**config.mk**
```make
export PLATFORM = sky130hd
export DESIGN_NAME = hazard_controller
export DESIGN_NICKNAME = d
export VERILOG_FILES = /design/src/rtl/hazard_controller.sv
export SDC_FILE = /design/constraint.sdc
export NUM_CORES = 1
export LEC_CHECK = 0
export BUFFER_PORTS_ARGS = -buffer_cell sky130_fd_sc_hd__buf_2
export CAP_MARGIN = 20
export CORE_MARGIN = 2
export CORE_UTILIZATION = 50
export CTS_BUF_LIST = sky130_fd_sc_hd__clkbuf_2 sky130_fd_sc_hd__clkbuf_4 sky130_fd_sc_hd__clkbuf_8
export CTS_CLUSTER_DIAMETER = 40
export DETAILED_ROUTE_END_ITERATION = 16
export HOLD_SLACK_MARGIN = 0.08
export PLACE_DENSITY = 0.78
export SETUP_SLACK_MARGIN = 0.05
export SLEW_MARGIN = 40
export SYNTH_ARGS = -nofsm -noshare
export SYNTH_HDL_FRONTEND = slang
export SYNTH_SLANG_ARGS = --single-unit
```
**constraint.sdc**
```tcl
create_clock -name CLK -period 3.98 [get_ports CLK]
set_input_delay 0.796 -clock CLK [delete_from_list [all_inputs] [get_ports CLK]]
set_output_delay 0.796 -clock CLK [all_outputs]
set_load 0.05 [all_outputs]
```
**src/rtl/hazard_controller.sv**
```systemverilog
`default_nettype none
// +----------------------------------------------------------------------------+
// | hazard_controller: RV32i pipeline stall/flush/forward sequencer with       |
// | data-memory wait watchdog.   Revision: 1.0                                 |
// +----------------------------------------------------------------------------+
module hazard_controller #(
    parameter int MEM_TIMEOUT = 16,
    parameter int STALL_CNT_W = 32
) (
    input  logic                   CLK,
    input  logic                   RST,
    input  logic [4:0]             RS1_D,
    input  logic [4:0]             RS2_D,
    input  logic [4:0]             RS1_E,
    input  logic [4:0]             RS2_E,
    input  logic [4:0]             RD_E,
    input  logic [1:0]             Result_Src_Sel_E,
    input  logic                   PC_Src_Sel_E,
    input  logic [4:0]             RD_M,
    input  logic                   REG_W_En_M,
    input  logic                   MEM_Req_M,
    input  logic                   MEM_Ack,
    input  logic [4:0]             RD_W,
    input  logic                   REG_W_En_W,
    output logic                   Stall_F,
    output logic                   Stall_D,
    output logic                   Stall_E,
    output logic                   Stall_M,
    output logic                   Flush_D,
    output logic                   Flush_E,
    output logic                   Flush_W,
    output logic [1:0]             Forward_A_E,
    output logic [1:0]             Forward_B_E,
    output logic                   MEM_Err,
    output logic [STALL_CNT_W-1:0] Stall_Cycles
);

    localparam int c_WAIT_W = $clog2(MEM_TIMEOUT + 1);
    localparam logic [c_WAIT_W-1:0] c_WAIT_MAX = c_WAIT_W'(MEM_TIMEOUT);

    typedef enum logic [1:0] {
        S_RUN      = 2'd0,
        S_MEM_WAIT = 2'd1,
        S_TIMEOUT  = 2'd2
    } state_t;

    state_t                r_state, w_state_nxt;
    logic [c_WAIT_W-1:0]   r_wait_cnt, w_wait_cnt_nxt;
    logic                  w_mem_err_set;
    logic                  w_mem_stall;
    logic                  w_load_use;

    // MEM stage wins over WB so the youngest value is forwarded; x0 never forwards.
    function automatic logic [1:0] fwd_sel(input logic [4:0] rs);
        if (REG_W_En_M && (RD_M != 5'd0) && (RD_M == rs))
            return 2'b10;
        else if (REG_W_En_W && (RD_W != 5'd0) && (RD_W == rs))
            return 2'b01;
        else
            return 2'b00;
    endfunction

    assign w_mem_stall = (r_state != S_TIMEOUT) && MEM_Req_M && !MEM_Ack;
    assign w_load_use  = (Result_Src_Sel_E == 2'b01) && (RD_E != 5'd0) &&
                         ((RD_E == RS1_D) || (RD_E == RS2_D));

    always_comb begin
        w_state_nxt    = r_state;
        w_wait_cnt_nxt = r_wait_cnt;
        w_mem_err_set  = 1'b0;
        case (r_state)
            S_RUN: begin
                if (w_mem_stall) begin
                    w_state_nxt    = S_MEM_WAIT;
                    w_wait_cnt_nxt = c_WAIT_W'(1);
                end
            end
            S_MEM_WAIT: begin
                if (MEM_Ack || !MEM_Req_M) begin
                    w_state_nxt    = S_RUN;
                    w_wait_cnt_nxt = '0;
                end else if (r_wait_cnt == c_WAIT_MAX) begin
                    w_state_nxt   = S_TIMEOUT;
                    w_mem_err_set = 1'b1;
                end else begin
                    w_wait_cnt_nxt = r_wait_cnt + c_WAIT_W'(1);
                end
            end
            default: w_state_nxt = S_TIMEOUT;
        endcase
    end

    always_comb begin
        Stall_F     = 1'b0;
        Stall_D     = 1'b0;
        Stall_E     = 1'b0;
        Stall_M     = 1'b0;
        Flush_D     = 1'b0;
        Flush_E     = 1'b0;
        Flush_W     = 1'b0;
        Forward_A_E = 2'b00;
        Forward_B_E = 2'b00;
        if (RST) begin
            Flush_D = 1'b1;
            Flush_E = 1'b1;
            Flush_W = 1'b1;
        end else begin
            Forward_A_E = fwd_sel(RS1_E);
            Forward_B_E = fwd_sel(RS2_E);
            if ((r_state == S_TIMEOUT) || w_mem_stall) begin
                Stall_F = 1'b1;
                Stall_D = 1'b1;
                Stall_E = 1'b1;
                Stall_M = 1'b1;
                Flush_W = 1'b1;
            end else if (PC_Src_Sel_E) begin
                // The load-use consumer sits in ID and is flushed, so no stall is needed.
                Flush_D = 1'b1;
                Flush_E = 1'b1;
            end else if (w_load_use) begin
                Stall_F = 1'b1;
                Stall_D = 1'b1;
                Flush_E = 1'b1;
            end
        end
    end

    always_ff @(posedge CLK or posedge RST) begin
        if (RST) begin
            r_state      <= S_RUN;
            r_wait_cnt   <= '0;
            MEM_Err      <= 1'b0;
            Stall_Cycles <= '0;
        end else begin
            r_state    <= w_state_nxt;
            r_wait_cnt <= w_wait_cnt_nxt;
            if (w_mem_err_set)
                MEM_Err <= 1'b1;
            if (Stall_F && !(&Stall_Cycles))
                Stall_Cycles <= Stall_Cycles + STALL_CNT_W'(1);
        end
    end

endmodule
`default_nettype wire

```
Word level (Yosys, flattened, before mapping)
Cells that the tools add are included.
{"block": "word_totals", "reg_bits": 40, "inputBits": 44, "elab_cells": 75, "output_inout_bits": 44}
{"block": "classes", "mux": 30, "add_sub_neg": 2, "n_eq_ne": 14, "n_reduce_logical": 25}
{"op": "$add A32 B1 Y32 const B", "count": 1}
{"op": "$reduce_and A32 Y1", "count": 1}
{"op": "$eq A5 B5 Y1", "count": 6}
{"op": "$mux W1", "count": 18}
{"op": "$mux W5", "count": 3}
{"op": "$reduce_bool A5 Y1", "count": 3}
{"op": "$mux W2", "count": 7}
{"op": "$logic_and A1 B1 Y1", "count": 11}
{"op": "$pmux W5 S2", "count": 1}
{"op": "$ne A3 B3 Y1 const B", "count": 2}
{"op": "$add A5 B1 Y5 const B", "count": 1}
{"op": "$eq A5 B5 Y1 const B", "count": 1}
{"op": "$eq A2 B1 Y1 const B", "count": 2}
{"op": "$ne A2 B2 Y1 const B", "count": 2}
{"op": "$pmux W2 S2", "count": 1}
{"op": "$logic_not A1 Y1", "count": 3}
{"op": "$logic_or A1 B1 Y1", "count": 3}
{"op": "$reduce_and A3 Y1", "count": 1}
{"op": "$eq A2 B2 Y1 const B", "count": 1}
{"op": "$logic_not A2 Y1", "count": 1}
{"op": "$reduce_and A2 Y1", "count": 1}
{"op": "$reduce_bool A2 Y1", "count": 1}

Depth between registers and ports, before layout
{"block": "logic_depth", "ltp_word": 8, "ltp_mapped": 8, "mapped_depth_nobuf": 7}

Worst setup path before layout
Ideal clock, no wire load.
{"block": "synth_timing", "path_kind": "input to output", "start": "in RST", "end": "out Forward_A_E[0]", "path_stages": 4, "slack_ns": -0.684, "path_buffers": 0, "arrival_time_ns": 3.868, "cell_sequence": "inv_1 > o211ai_1 > or4_1 > nor4_1"}
{"block": "synth_between", "elab_chain_len": 1}
{"element": "start, declared", "line": "11", "rtl": "input logic RST,"}
{"element": "$mux W2", "line": "103", "rtl": "if (RST) begin"}
{"element": "end, declared", "line": "32", "rtl": "output logic [1:0] Forward_A_E,"}
No other way between the ends.

Final worst setup path
{"block": "layout_timing", "start": "in RD_M[1]", "end": "out Forward_B_E[0]"}
{"block": "layout_between", "elab_chain_len": 5, "word_cells_on_any_way": 6}
{"element": "start, declared", "line": "19", "rtl": "input logic [4:0] RD_M,"}
{"element": "$reduce_bool A5 Y1", "line": "55", "rtl": "if (REG_W_En_M && (RD_M != 5'd0) && (RD_M == rs))"}
{"element": "$logic_and A1 B1 Y1", "line": "55"}
{"element": "$logic_and A1 B1 Y1 *", "line": "55"}
{"element": "$mux W2 *", "line": "55"}
{"element": "$mux W2 *", "line": "103"}
{"element": "end, declared", "line": "33", "rtl": "output logic [1:0] Forward_B_E,"}
Mark *: on every way between the ends. The rest lies on a longest branch, timed or not.

==> key figures <==
Status
  – Status: finished clean

Worst setup path
  – Startpoint types: primary input
  – CP required: 3180 ps
  – Worst R2R Setup Slack: 1570 ps
  – Reg2reg end: Stall_Cycles[1]
  – CP max FO: 4
  – Worst setup startpoint: RD_M[1]
  – Crit. End Element: output pin
  – Reg2Reg Depth: 6
  – R2r startpoint: Stall_Cycles[0]
  – Critical Path End: Forward_B_E[0]
  – WS Path Type: in -> out
  – CP arrival: 2510 ps

Logic synthesis
  – Post-synth EDFFs: 0
  – Yosys cell types: 39
  – Seq cells post-synth: 40
  – Synth async-reset ratio: 1.00
  – Synthesized cell area: 0.00250 sq mm
  – Post-synthesis sequential area ratio: 0.400
  – Synth Area per Inst: between 9 and 10 sq um
  – Post-Synthesis Cells: about 260
  – Main synth FF type: dfrtp_1
  – Synthesized Nets: 311
  – Syn. warnings: 0

STA
  – Clock skew: 10.7 ps
  – Max-slew violations: 0
  – Final Critical Period: between 3000 and 4000 ps
  – Final hold violation count: 0
  – Final setup TNS: 0 ps
  – Worst slew pin tran: 751 ps
  – Maximum clock frequency: 0.302 GHz
  – RSZ-0062 raised after global routing: no
  – Slew HR: 0.497
  – Final setup fails: 0
  – Tcrit/Tclk final: 0.832

Clock network
  – CTS tree: built
  – Sink Count: 40
  – CTS Root Cell: clkbuf_8
  – CTS resizes: 0
  – Reg clk slew, reported paths: 70 ps
  – H-tree Lvls: 2
  – Worst skew pair latency: 300 ps
  – Post-CTS Setup Repair Bufs: 0
  – Clock buffer depth: 2
  – Inserted Clock Buffers: 5
  – Post-CTS Hold Buffers: 0

Placement
  – Area after DPL: approximately 0.0030 sq mm
  – RePlAce Congestion: 0.797
  – # port buffers: 87
  – Final HPWL from detailed placement: 4520 um

Route
  – Drt first pass iters: 4
  – Antenna-violating nets left: 0
  – Final wirelength: 5780 um
  – DRC Markers: 0
  – Starting DRT DRC Count: 139
  – Via count: ~2300
  – Avg WL per Cell: 13.7 um
  – Vias per cell: 5.47

Global route
  – GRT Overall Usage: 0.218
  – Vias in the first global route: 2153
  – Pin count of the biggest net entering global routing: 42
  – Initial antenna violation count: 0
  – Global-route wire length before repair: 9500 um
  – Total gr overflow: 0

Floorplan
  – Core ar.: roughly 0.0048 sq mm
  – Initial Util: 0.522
  – Top-level I/O count: 88
  – Die width: ~75 um
  – Placement Rows: 25
  – Die H: around 75 um
  – Die Area: 0.00558 sq mm

Cells and area
  – Share of layout cells above drive strength 1: 0.302
  – Multi-input gate area: 0.00143 sq mm
  – NumNets Final: 400
  – Fillers: ~420
  – Storage cell area: 0.00100 sq mm
  – Post-route cell area: 0.00311 sq mm
  – Ant diodes: 0
  – Layout area overhead: 24.6%

Flow run
  – MaxCap Viol Count: 0

Hold path
  – Hold crit path type: reg -> reg

Pwr
  – Power per cell area: 331 mW/mm^2
  – Leakage power: between 1 and 1.5 nW
  – Peak VDD IR: 145 uV
  – Pwr Total: 0.00103 W
[metrics by stage]
stage               setup slack [ps]  std cells   util  hold WS (ps)
detailed placement               673        413  0.626           454
global route                     511        421  0.651           509
finish                           670        421  0.651           465
global placement                 702        413  0.626           443
floorplan                        270        264      -           469
CTS                              673        421  0.650           472
[logic make-up after synthesis]
logic type	synth area share
AND/OR/NAND/NOR	0.273
XOR/XNOR	0.214
flip-flops	0.400
AO/OA/AOI/OAI	0.0596
buffers and inverters	0.0335
adder cells (fa/ha/maj)	0.0150
multiplexers	0.00450
[sequential cells by signal, indices dropped and copies added, names as in the netlist]
| name | count |
|---|---|
| Stall_Cycles | 32 |
| r_wait_cnt | 5 |
| r_state | 2 |
| MEM_Err | 1 |
[where the power goes]
part | switching, W | leakage, nW | total [W] | internal [W]
Sequential | 0.0000297 | 0.528 | 0.000457 | 0.000427
Combinational | 0.000159 | 0.870 | 0.000235 | 0.0000766
Clock | 0.000149 | 0.0548 | 0.000338 | 0.000189
[placed cells by master, fill, tap and decap left out, drive strengths merged, types with 2 or more instances in the layout]
master	n
o21ai	5
and2	4
nor2	14
nand2	19
nor4	5
nor3b	2
and4	6
nand4	17
nor3	9
clkbuf	5
xnor2	40
xor2	21
dfrtp	40
o21bai	2
clkinvlp	2
nor2b	2
o22ai	2
inv	6
and3	12
or4	4
nand3	22
buf	90
ha	3
a21oi	9
[layer usage]
layer  GRT usage  part of all wire  vias up
met5           0                 0        -
li1            -                 -     1116
met2       0.377              0.49       97
met4      0.0734             0.016        0
met3      0.0482             0.063        9
met1       0.271              0.43     1079
[synthesized netlist by cell type, drive strengths merged, types with 2 or more instances]
master   n  area share
xnor2   40        0.14
nor4     5       0.013
xor2    21       0.074
o21ai    5       0.010
nand4   17       0.043
nor3b    2       0.010
and2     4       0.010
nand3   22       0.044
nor2    14       0.021
nor3     9       0.018
inv      6      0.0090
o22ai    2      0.0050
or4      4       0.012
nor2b    2      0.0050
o21bai   2      0.0060
and3    12       0.030
dfrtp   40        0.40
and4     6       0.021
ha       3       0.015
nand2   19       0.029
a21oi    9       0.020
buf      7       0.023
[critical path, cell delays in order]
cell and delay [ps]:
buf_2 120, or4_1 500, o21ai_0 380, nor3_1 140, nor4_2 280, buf_2 300
[worst min path at each step]
| stage | slack, ps | start | cells past startpoint | endpoint |
|---|---|---|---|---|
| final | 470 | MEM_Err | 2 | MEM_Err |
| after global routing | 510 | Stall_Cycles[26] | 1 | Stall_Cycles[26] |
| after CTS | 470 | MEM_Err | 2 | MEM_Err |
| after detailed placement | 450 | MEM_Err | 2 | MEM_Err |
| after global placement | 440 | MEM_Err | 2 | MEM_Err |
| after floorplan | 470 | r_state[0] | 1 | r_wait_cnt[0] |
[final cells by class]
| class | instances | share of cell area |
|---|---|---|
| clock buffer | 5 | 0.0221 |
| clock inverter | 3 | 0.0149 |
| inverter | 6 | 0.00844 |
| multi-input combinational | 210 | 0.459 |
| sequential | 40 | 0.321 |
| tap | 67 | 0.0269 |
| timing repair buffer | 90 | 0.147 |
Power figures use the tool's default switching activity.
